===== config.mk =====
export PLATFORM = sky130hd
export DESIGN_NAME = wordle_game_fsm
export DESIGN_NICKNAME = d
export VERILOG_FILES = /design/src/rtl/wordle_pkg.sv /design/src/rtl/wordle_scorer.sv /design/src/rtl/wordle_game_fsm.sv
export SDC_FILE = /design/constraint.sdc
export NUM_CORES = 1
export LEC_CHECK = 0
export ABC_AREA = 1
export ABC_CLOCK_PERIOD_IN_PS = 3460
export CORE_ASPECT_RATIO = 0.8
export CORE_UTILIZATION = 40
export DETAILED_ROUTE_END_ITERATION = 6
export DONT_BUFFER_PORTS = 1
export HOLD_SLACK_MARGIN = 0.03
export SLEW_MARGIN = 20
export SYNTH_ARGS = -nofsm -noshare
export SYNTH_HDL_FRONTEND = slang
export SYNTH_SLANG_ARGS = --single-unit
export TNS_END_PERCENT = 100

===== constraint.sdc =====
create_clock -name Clk -period 3.46 [get_ports Clk]
set_input_delay 0.519 -clock Clk [delete_from_list [all_inputs] [get_ports Clk]]
set_output_delay 0.519 -clock Clk [all_outputs]
set_load 0.02 [all_outputs]

===== src/rtl/wordle_pkg.sv =====
// Shared widths, result codes and the one-hot game state encoding for the Wordle core.
// Pure declarations; no clocked logic lives here.
// Optional history feature is selected elsewhere with WORDLE_HISTORY_EN.
package wordle_pkg;

  localparam int LETTER_W   = 5;
  localparam int WORD_LEN   = 5;
  localparam int LETTER_MAX = 25;
  localparam int WORD_W     = LETTER_W * WORD_LEN;
  localparam int RES_W      = 2 * WORD_LEN;

  localparam logic [1:0] RES_GRAY   = 2'b00;
  localparam logic [1:0] RES_YELLOW = 2'b01;
  localparam logic [1:0] RES_GREEN  = 2'b10;

  // One-hot so the display flags are simply the state bits.
  typedef enum logic [9:0] {
    ST_I       = 10'b00_0000_0001,
    ST_L1      = 10'b00_0000_0010,
    ST_L2      = 10'b00_0000_0100,
    ST_L3      = 10'b00_0000_1000,
    ST_L4      = 10'b00_0001_0000,
    ST_L5      = 10'b00_0010_0000,
    ST_CHECK   = 10'b00_0100_0000,
    ST_WRONG   = 10'b00_1000_0000,
    ST_CORRECT = 10'b01_0000_0000,
    ST_DONE    = 10'b10_0000_0000
  } state_t;

  function automatic logic letter_valid(input logic [LETTER_W-1:0] c);
    return c <= LETTER_W'(LETTER_MAX);
  endfunction

endpackage


===== src/rtl/wordle_scorer.sv =====
// Scores a 5-letter guess against the target with standard duplicate-letter rules.
// Latency: 6 cycles after start (greens first, then one position per cycle); done marks the last cycle.
// No backpressure: once started it runs to completion unless cleared or reset.
module wordle_scorer
  import wordle_pkg::*;
(
  input  logic              clk,
  input  logic              rst,
  input  logic              start,
  input  logic              clr,
  input  logic [WORD_W-1:0] guess,
  input  logic [WORD_W-1:0] target,
  output logic              done,
  output logic              all_green,
  output logic [RES_W-1:0]  result
);

  logic                active;
  logic [2:0]          sub_cnt;
  logic [WORD_LEN-1:0] used;
  logic [WORD_LEN-1:0] used_nxt;
  logic [RES_W-1:0]    result_nxt;
  logic                found;

  // Step 0 marks exact matches; step j gives position j-1 a yellow from the lowest unused target slot.
  always_comb begin
    used_nxt   = used;
    result_nxt = result;
    found      = 1'b0;
    if (active) begin
      if (sub_cnt == 3'd0) begin
        for (int i = 0; i < WORD_LEN; i++) begin
          if (guess[i*LETTER_W +: LETTER_W] == target[i*LETTER_W +: LETTER_W]) begin
            result_nxt[i*2 +: 2] = RES_GREEN;
            used_nxt[i]          = 1'b1;
          end
        end
      end else begin
        for (int p = 0; p < WORD_LEN; p++) begin
          if (sub_cnt == 3'(p + 1) && result[p*2 +: 2] != RES_GREEN) begin
            for (int k = 0; k < WORD_LEN; k++) begin
              if (!found && !used[k] &&
                  target[k*LETTER_W +: LETTER_W] == guess[p*LETTER_W +: LETTER_W]) begin
                found                = 1'b1;
                used_nxt[k]          = 1'b1;
                result_nxt[p*2 +: 2] = RES_YELLOW;
              end
            end
          end
        end
      end
    end
  end

  // Sequencer and result/used-mask registers; a new start wipes any previous score.
  always_ff @(posedge clk or posedge rst) begin
    if (rst) begin
      active  <= 1'b0;
      sub_cnt <= 3'd0;
      used    <= '0;
      result  <= '0;
    end else if (clr || start) begin
      active  <= start;
      sub_cnt <= 3'd0;
      used    <= '0;
      result  <= '0;
    end else if (active) begin
      result  <= result_nxt;
      used    <= used_nxt;
      sub_cnt <= sub_cnt + 3'd1;
      if (sub_cnt == 3'd5) active <= 1'b0;
    end
  end

  // Greens are final after step 0, so the registered result already answers "all green" on the last step.
  always_comb begin
    all_green = 1'b1;
    for (int i = 0; i < WORD_LEN; i++) begin
      if (result[i*2 +: 2] != RES_GREEN) all_green = 1'b0;
    end
  end

  assign done = active && (sub_cnt == 3'd5);

endmodule


===== src/rtl/wordle_game_fsm.sv =====
// Wordle game core: letter entry, 6-cycle scoring, guess counting and one-hot display flags.
// Latency: letter entry 1 cycle; Enter in L5 gives the scored result 7 cycles later.
// No backpressure: Enter/Back are single-cycle pulses; pulses arriving during scoring are dropped.
// Optional per-guess history array enabled by defining WORDLE_HISTORY_EN.
module wordle_game_fsm
  import wordle_pkg::*;
#(
  parameter int MAX_GUESSES = 6
) (
  input  logic                Clk,
  input  logic                Reset,
  input  logic                Enter,
  input  logic                Back,
  input  logic [LETTER_W-1:0] CharIn,
  input  logic [WORD_W-1:0]   Target,
  output logic                q_I,
  output logic                q_L1,
  output logic                q_L2,
  output logic                q_L3,
  output logic                q_L4,
  output logic                q_L5,
  output logic                q_Check,
  output logic                q_Wrong,
  output logic                q_Correct,
  output logic                q_Done,
  output logic [2:0]          GuessNumber,
  output logic [WORD_W-1:0]   GuessWord,
  output logic [RES_W-1:0]    Result,
  output logic                Won,
  input  logic [2:0]          HistSel,
  output logic [WORD_W-1:0]   HistWord,
  output logic [RES_W-1:0]    HistResult
);

  state_t            state;
  state_t            state_nxt;
  logic [WORD_W-1:0] target_q;
  logic              in_letter;
  logic [2:0]        letter_idx;
  logic              char_ok;
  logic              game_start;
  logic              letter_wr;
  logic              letter_del;
  logic              score_start;
  logic              score_done;
  logic              score_all_green;
  logic              out_of_guesses;
  logic              retry;

  assign char_ok        = letter_valid(CharIn);
  assign game_start     = (state == ST_I) && Enter;
  assign letter_wr      = in_letter && Enter && char_ok;
  assign letter_del     = in_letter && !Enter && Back && (letter_idx != 3'd0);
  assign score_start    = (state == ST_L5) && Enter && char_ok;
  assign out_of_guesses = (GuessNumber == 3'(MAX_GUESSES));
  assign retry          = (state == ST_WRONG) && Enter && !out_of_guesses;

  // State register.
  always_ff @(posedge Clk or posedge Reset) begin
    if (Reset) state <= ST_I;
    else       state <= state_nxt;
  end

  // Next-state: Enter takes priority over Back; invalid letters leave the state alone.
  always_comb begin
    state_nxt = state;
    case (state)
      ST_I:       if (Enter) state_nxt = ST_L1;
      ST_L1:      if (Enter && char_ok) state_nxt = ST_L2;
      ST_L2:      if (Enter) begin if (char_ok) state_nxt = ST_L3; end
                  else if (Back) state_nxt = ST_L1;
      ST_L3:      if (Enter) begin if (char_ok) state_nxt = ST_L4; end
                  else if (Back) state_nxt = ST_L2;
      ST_L4:      if (Enter) begin if (char_ok) state_nxt = ST_L5; end
                  else if (Back) state_nxt = ST_L3;
      ST_L5:      if (Enter) begin if (char_ok) state_nxt = ST_CHECK; end
                  else if (Back) state_nxt = ST_L4;
      ST_CHECK:   if (score_done) state_nxt = score_all_green ? ST_CORRECT : ST_WRONG;
      ST_WRONG:   if (Enter) state_nxt = out_of_guesses ? ST_DONE : ST_L1;
      ST_CORRECT: if (Enter) state_nxt = ST_DONE;
      ST_DONE:    if (Enter) state_nxt = ST_I;
      default:    state_nxt = ST_I;
    endcase
  end

  // Outputs: one-hot flags straight from the state register, plus the letter slot being edited.
  always_comb begin
    {q_Done, q_Correct, q_Wrong, q_Check, q_L5, q_L4, q_L3, q_L2, q_L1, q_I} = state;
    in_letter  = 1'b1;
    letter_idx = 3'd0;
    case (state)
      ST_L1:   letter_idx = 3'd0;
      ST_L2:   letter_idx = 3'd1;
      ST_L3:   letter_idx = 3'd2;
      ST_L4:   letter_idx = 3'd3;
      ST_L5:   letter_idx = 3'd4;
      default: in_letter  = 1'b0;
    endcase
  end

  // Game datapath: target latch, guess letters, guess counter and win flag.
  always_ff @(posedge Clk or posedge Reset) begin
    if (Reset) begin
      target_q    <= '0;
      GuessWord   <= '0;
      GuessNumber <= 3'd0;
      Won         <= 1'b0;
    end else begin
      if (game_start) begin
        target_q    <= Target;
        GuessWord   <= '0;
        GuessNumber <= 3'd0;
        Won         <= 1'b0;
      end else if (retry) begin
        GuessWord <= '0;
      end else begin
        for (int i = 0; i < WORD_LEN; i++) begin
          if (letter_wr && letter_idx == 3'(i))
            GuessWord[i*LETTER_W +: LETTER_W] <= CharIn;
          if (letter_del && letter_idx == 3'(i + 1))
            GuessWord[i*LETTER_W +: LETTER_W] <= '0;
        end
      end
      if (score_done) begin
        GuessNumber <= GuessNumber + 3'd1;
        if (score_all_green) Won <= 1'b1;
      end
    end
  end

  wordle_scorer u_scorer (
    .clk       (Clk),
    .rst       (Reset),
    .start     (score_start),
    .clr       (game_start || retry),
    .guess     (GuessWord),
    .target    (target_q),
    .done      (score_done),
    .all_green (score_all_green),
    .result    (Result)
  );

`ifdef WORDLE_HISTORY_EN
  logic [WORD_W-1:0] hist_word [MAX_GUESSES];
  logic [RES_W-1:0]  hist_res  [MAX_GUESSES];
  logic              hist_wr;

  // Row capture one cycle after scoring ends, when GuessNumber and Result are both final.
  always_ff @(posedge Clk or posedge Reset) begin
    if (Reset) begin
      hist_wr    <= 1'b0;
      HistWord   <= '0;
      HistResult <= '0;
      for (int i = 0; i < MAX_GUESSES; i++) begin
        hist_word[i] <= '0;
        hist_res[i]  <= '0;
      end
    end else begin
      hist_wr <= score_done;
      for (int i = 0; i < MAX_GUESSES; i++) begin
        if (game_start) begin
          hist_word[i] <= '0;
          hist_res[i]  <= '0;
        end else if (hist_wr && GuessNumber == 3'(i + 1)) begin
          hist_word[i] <= GuessWord;
          hist_res[i]  <= Result;
        end
      end
      HistWord   <= '0;
      HistResult <= '0;
      for (int i = 0; i < MAX_GUESSES; i++) begin
        if (HistSel == 3'(i)) begin
          HistWord   <= hist_word[i];
          HistResult <= hist_res[i];
        end
      end
    end
  end
`else
  logic unused_hist_sel;
  assign unused_hist_sel = ^HistSel;
  assign HistWord        = '0;
  assign HistResult      = '0;
`endif

endmodule


## Word level (Yosys, flattened, before mapping)

Cells that the tools add are included.

| word-level totals | value |
|---|---|
| bits in registers | 83 |
| input bits | 37 |
| output and inout port bits | 84 |
| word-level logic and storage cells | 464 |

| operators by class | value |
|---|---|
| add/subtract/negate cells | 2 |
| magnitude comparators | 1 |
| equality and inequality tests | 75 |
| mux-type cells | 224 |
| reductions and logical operators | 141 |

Operators with widths:

| kind | number |
|---|---|
| 10-bit 2-to-1 mux | 22 |
| 5-bit equality test | 30 |
| 1-bit 2-to-1 mux | 138 |
| 5-bit 2-to-1 mux | 20 |
| 10-bit one-hot mux with 10 select lines | 1 |
| 1-bit logical AND | 76 |
| 2-bit 2-to-1 mux | 35 |
| 25-bit 2-to-1 mux | 2 |
| 3-bit != test, second input constant | 13 |
| 7-bit nonzero test | 5 |
| 1-bit logical NOT | 31 |
| 2-bit != test, second input constant | 11 |
| 4-bit AND reduction | 5 |
| 4-bit nonzero test | 5 |
| 3-bit nonzero test | 6 |
| 3-bit equality test, second input constant | 5 |
| 14-bit AND reduction | 1 |
| 3-bit by 2-bit equality test with 1-bit output, second input constant | 4 |
| 3-bit 2-to-1 mux | 4 |
| 3-bit one-hot mux with 4 select lines | 1 |
| 10-bit by 1-bit equality test with 1-bit output, second input constant | 1 |
| 10-bit equality test, second input constant | 1 |
| 10-bit by 2-bit equality test with 1-bit output, second input constant | 1 |
| 10-bit by 3-bit equality test with 1-bit output, second input constant | 1 |
| 15 further kinds | 24 |

## Longest topological paths before layout

| logic depth | value |
|---|---|
| word-level depth | 175 |
| depth in mapped cells | 27 |
| depth with buffers taken out | 26 |

## By module

From an unflattened synthesis, not the netlist that was laid out.

| second synthesis, totals | value |
|---|---|
| cell total of the unflattened synthesis | 929 |
| area total of the unflattened synthesis | 6687.7 um^2 |

By module, submodules not included:

| module | instances | cells an instance | area each (um^2) |
|---|---|---|---|
| wordle_game_fsm | 1 | 412 | 3552.2 |
| wordle_scorer | 1 | 517 | 3135.5 |

## Worst setup path after synthesis

Ideal clock, no wire load.

| timing path | value |
|---|---|
| kind | register -> register |
| start | register GuessWord[3] |
| end | register u_scorer.result[9] |
| data arrival time | 2.598 ns |
| data required time | 3.343 ns |
| setup slack | 0.745 ns |
| stages on the path, launching flop included | 26 |
| clock period less this slack | 2.715 ns |
| cells stage by stage | dfrtp_1 > buf_2 > inv_2 > nand2_1 > o21ai_1 > nor2_1 > nand3_2 > nand4_2 > nand2_2 > nand4_2 > nor2_2 > nand3_2 > nand2_4 > nand3_2 > nor2_2 > nand3_2 > nand2_4 > nand3_2 > nor2_4 > nand3_4 > a21oi_4 > nand4_2 > nand3_2 > nand3_2 > nand2_1 > nand2_1 |

| on the way | value |
|---|---|
| longest elaborated chain between the ends | 175 |
| elaborated cells between the ends (all ways) | 184 |
| classes of those cells | 5 x eq/ne; 104 x mux; 75 x reduce/logical |

RTL lines:

| element | line | source |
|---|---|---|
| from (decl) | wordle_game_fsm.sv:27 | `output logic [WORD_W-1:0] GuessWord,` |
| from (signal, indexed assignment) | wordle_game_fsm.sv:119 | `GuessWord[i*LETTER_W +: LETTER_W] <= CharIn;` |
| 5-bit equality test | wordle_scorer.sv:43 | `target[k*LETTER_W +: LETTER_W] == guess[p*LETTER_W +: LETTER_W]) begin` |
| 1-bit logical AND | wordle_scorer.sv:42 | `if (!found && !used[k] &&` |
| 1-bit 2-to-1 mux | wordle_scorer.sv:42 |  |
| 1-bit 2-to-1 mux | wordle_scorer.sv:40 | `if (sub_cnt == 3'(p + 1) && result[p*2 +: 2] != RES_GREEN) begin` |
| 1-bit 2-to-1 mux | wordle_scorer.sv:31 | `if (sub_cnt == 3'd0) begin` |
| 1-bit 2-to-1 mux | wordle_scorer.sv:30 | `if (active) begin` |
| 1-bit logical NOT | wordle_scorer.sv:42 |  |
| 1-bit logical AND (2 in a row) | wordle_scorer.sv:42 |  |
| [... 157 more ...] | n/a |  |
| 1-bit 2-to-1 mux | wordle_scorer.sv:30 |  |
| 1-bit logical NOT | wordle_scorer.sv:42 |  |
| 1-bit logical AND (2 in a row) | wordle_scorer.sv:42 |  |
| 2-bit 2-to-1 mux | wordle_scorer.sv:42 |  |
| 2-bit 2-to-1 mux | wordle_scorer.sv:40 |  |
| 10-bit 2-to-1 mux | wordle_scorer.sv:31 |  |
| 10-bit 2-to-1 mux | wordle_scorer.sv:67 | `end else if (active) begin` |
| 10-bit 2-to-1 mux | wordle_scorer.sv:62 | `end else if (clr \|\| start) begin` |
| to (signal assigned) | wordle_scorer.sv:68 | `result <= result_nxt;` |
| to (decl) | wordle_scorer.sv:15 | `output logic [RES_W-1:0] result` |

Mark *: on every way between the ends. The rest lies on a longest branch, timed or not. The select of a mux whose other input is x is not followed.
A chain may end at the register's enable or synchronous reset.

## Final worst setup path

| timing path | value |
|---|---|
| start | register state[6] |
| end | register u_scorer.result[2] |

| on the way | value |
|---|---|
| longest elaborated chain between the ends | 7 |
| elaborated cells between the ends (all ways) | 16 |
| classes of those cells | 4 x eq/ne; 1 x mux; 11 x reduce/logical |

RTL lines:

| element | line | source |
|---|---|---|
| from (decl) | wordle_game_fsm.sv:35 | `state_t state;` |
| from (signal assigned) | wordle_game_fsm.sv:61 | `else state <= state_nxt;` |
| 10-bit by 8-bit equality test with 1-bit output | wordle_game_fsm.sv:56 | `assign retry = (state == ST_WRONG) && Enter && !out_of_guesses;` |
| 1-bit logical AND (2 in a row) | wordle_game_fsm.sv:56 |  |
| 1-bit logical OR | wordle_game_fsm.sv:135 | `.clr (game_start \|\| retry),` |
| 1-bit logical OR (*) | wordle_scorer.sv:62 |  |
| 7-bit nonzero test (no source line) (tied with other cells) | n/a |  |
| 4-bit AND reduction (no source line) | n/a |  |

Mark *: on every way between the ends. The rest lies on a longest branch, timed or not.

==> run metrics <==
drt total wl=22.7 mm; Yosys top cell area share=32.7%; Worst setup startpoint=state[6]; layout cells sized above 1=12.1%; Setup Buffers After CTS=0; die width=142 um; largest net degree at the start of global routing=84; Final Hold Fails=0; ranking of synthesized cells by area=dfrtp_1 (33%), nand2_1 (11%), inv_1 (7.1%), o21ai_0 (5.7%), nor2_1 (5.6%); non-filler cells, final=1144; r2r startpoint=state[6]; Area Growth Syn to Fin=10.5%; total iterations of the first detailed-routing run=6; Peak Freq=0.314 GHz; most used cell, CP=nor2_1; Die Height=114 um; Worst Hold Class=primary input to async pin; Max transition margin=50.8%; residual DRC count=0; global route overflow=0; later-pin clock latency in the skew report=0.36 ns; Slew Limit Fails=0; clk root buf=clkbuf_16; first-pass GRT wire length=34.5 mm; Pleak=3.33 nW; vias in the first global route=5946; ys async rst share=100%; total of max-cap violations=0; CP Data Required Time=3.68 ns; Tmin final=3.19 ns; Clock Path Buffers=2; die area=0.0162 sq mm; IR drop worst, VDD=0.516 mV; DRT iter0 DRCs=829; CP Max Fanout=10; Critical Path Source Type=register; critical path, cell by cell=nor2_1 > inv_1 > nor2_1 > inv_2 > nor2_1 > nand4_1 > inv_1 > o21a_1 > nand2_1 > nand2_1 > nor2_1 > inv_2 > nor3_1 > nand3_1 > o221ai_1 > o21ai_0; Vias/cell=5.77; Final GP Congestion=1.00; Final nets=973; fin worst setup slack=0.271 ns; antenna violations before repair=0; # rows=40; CTS tree=done; syn avg cell area=6.97 sq um; CP endpoint kind=register; Clock Skew=0.0134 ns; Critical Setup Path Class=register to register; Worst Reg-to-Reg Cells=16; total core area=0.0152 sq mm; Worst path slowest cell=dfrtp_1; Total Routing Usage GR=28.5%; r2r setup slk=0.27 ns; post-synth cell types=49; Slew @ Worst Pin=0.732 ns; final core occ=45.8%; CP endpoint=u_scorer.result[2]; Netlist Area Pre-Place=0.00628 sq mm; Top Ports=121; Post-DP HPWL=17.4 mm; RSZ-0062 raised after global routing=false; Clock Pin Slew Worst Setup and Hold Paths=0.07 ns; TritonCTS Buffers=9; worst r2r dst=u_scorer.result[2]; Final Setup Violations=0; CTS Hold Bufs=0; CTS Sinks=83; post-synth top area cell=dfrtp_1; Final Power=5.61 mW; part of the Yosys area used for sequential elements=33.1%; H-tree level count=3; EDFF count, synth=0; Placed Cells=1128; Tcrit/Tclk final=92.2%; Initial Util=41.4%; cells after synthesis=901; top_reg_cell synth=dfrtp_1; pwr dens=809 mW/mm^2; ANT nets after route=0; Worst EP arrival=3.41 ns; routed len/inst=19.8 um; worst slack, placed=0.287 ns; Antenna diodes=0; Yosys reg bits=83; via count=6598; setup_tns=0 ns; number of port buffers=0; cts repair resizes=0; Ys Warns=0; max incr delay on CP=0.52 ns; status=finished clean
## layout make-up
| type | count | area [sq um] |
|---|---|---|
| repair buffers | 42 | 328 |
| inverters | 143 | 538 |
| multi-input cells | 650 | 3430 |
| fillers | 1583 | 8220 |
| flip-flops and latches | 83 | 2080 |
| well taps | 210 | 263 |
| clock inverters | 7 | 70.1 |
| clock buffers | 9 | 225 |
## cells in the mapped netlist, types with 6 or more instances
master     number
nand2_1       179
inv_1         119
nor2_1         94
dfrtp_1        82
o21ai_0        71
o22ai_1        39
buf_4          36
nand3_1        30
a221oi_1       28
inv_2          22
a21oi_1        20
nor3_1         20
o21ai_1        15
clkbuf_1       13
nand4_1        12
buf_2          10
nor4_1         10
xor2_1         10
a211oi_1        9
nand3_2         8
ha_1            7
o31ai_1         7
xnor2_1         7
o2111ai_1       6
## per-layer routing
metal,global-route usage (%),share of wire [%],vias to the layer above
li1,-,-,3047
met1,41.1,44,3073
met2,40.7,41,423
met3,7.24,12,55
met4,10.8,2.8,0
met5,0,0,-
## critical path: cells and delay by family (launching register included)
| family | cells | cell delay, ns |
|---|---|---|
| and+or+nand+nor | 9 | 1.30 |
| AOI/OAI and AO/OA | 3 | 0.72 |
| buffers and inverters | 4 | 0.53 |
| DFF | 1 | 0.52 |
## sequential cells by signal (all words and copies together), names as in the netlist
signal            cells
u_scorer.active       1
target_q             25
state                10
GuessWord            25
u_scorer.used         5
GuessNumber           3
u_scorer.result      10
u_scorer.sub_cnt      3
Won                   1
## how the worst min path moves through the flow
stage                           startpoint          endpoint  slack [ns]
final                                Reset      GuessWord[9]        0.12
after detailed placement  u_scorer.used[2]  u_scorer.used[2]        0.52
after global placement               Reset      target_q[10]        0.53
after CTS                            Reset      target_q[22]        0.15
after global routing                 Reset      GuessWord[9]        0.16
after floorplan           u_scorer.used[2]  u_scorer.used[2]        0.47
## cell families after synthesis
family | after synthesis | synth area share, %
xor+xnor | 17 | 2.37
simple gates | 372 | 26.5
compound gates | 219 | 22.2
fa+ha+maj | 7 | 1.39
flops | 83 | 33.1
buf+inv | 202 | 14.4
other cells | 1 | 0.0597
## where the power goes
group	internal (mW)	switching (mW)
clock network	0.506	0.461
logic	0.943	1.86
registers	1.25	0.588
total	2.70	2.91
## cells in the final DEF, fill, tap and decap left out, drive strengths merged, types with 16 or more instances in the layout
master  instances
nor2           98
o22ai          39
nor3           20
nand4          16
a21oi          21
nand3          39
a221oi         28
dfrtp          82
buf            42
nand2         183
o21ai          86
conb           35
inv           144
## stage by stage
step / hold WS (ns) / area, sq um
after CTS: 0.148 / 6940
after floorplan: 0.471 / 6410
after detailed placement: 0.521 / 6640
after global placement: 0.534 / 6640
final: 0.119 / 6940
after global routing: 0.160 / 6940
(Power assumes the default switching activity.)
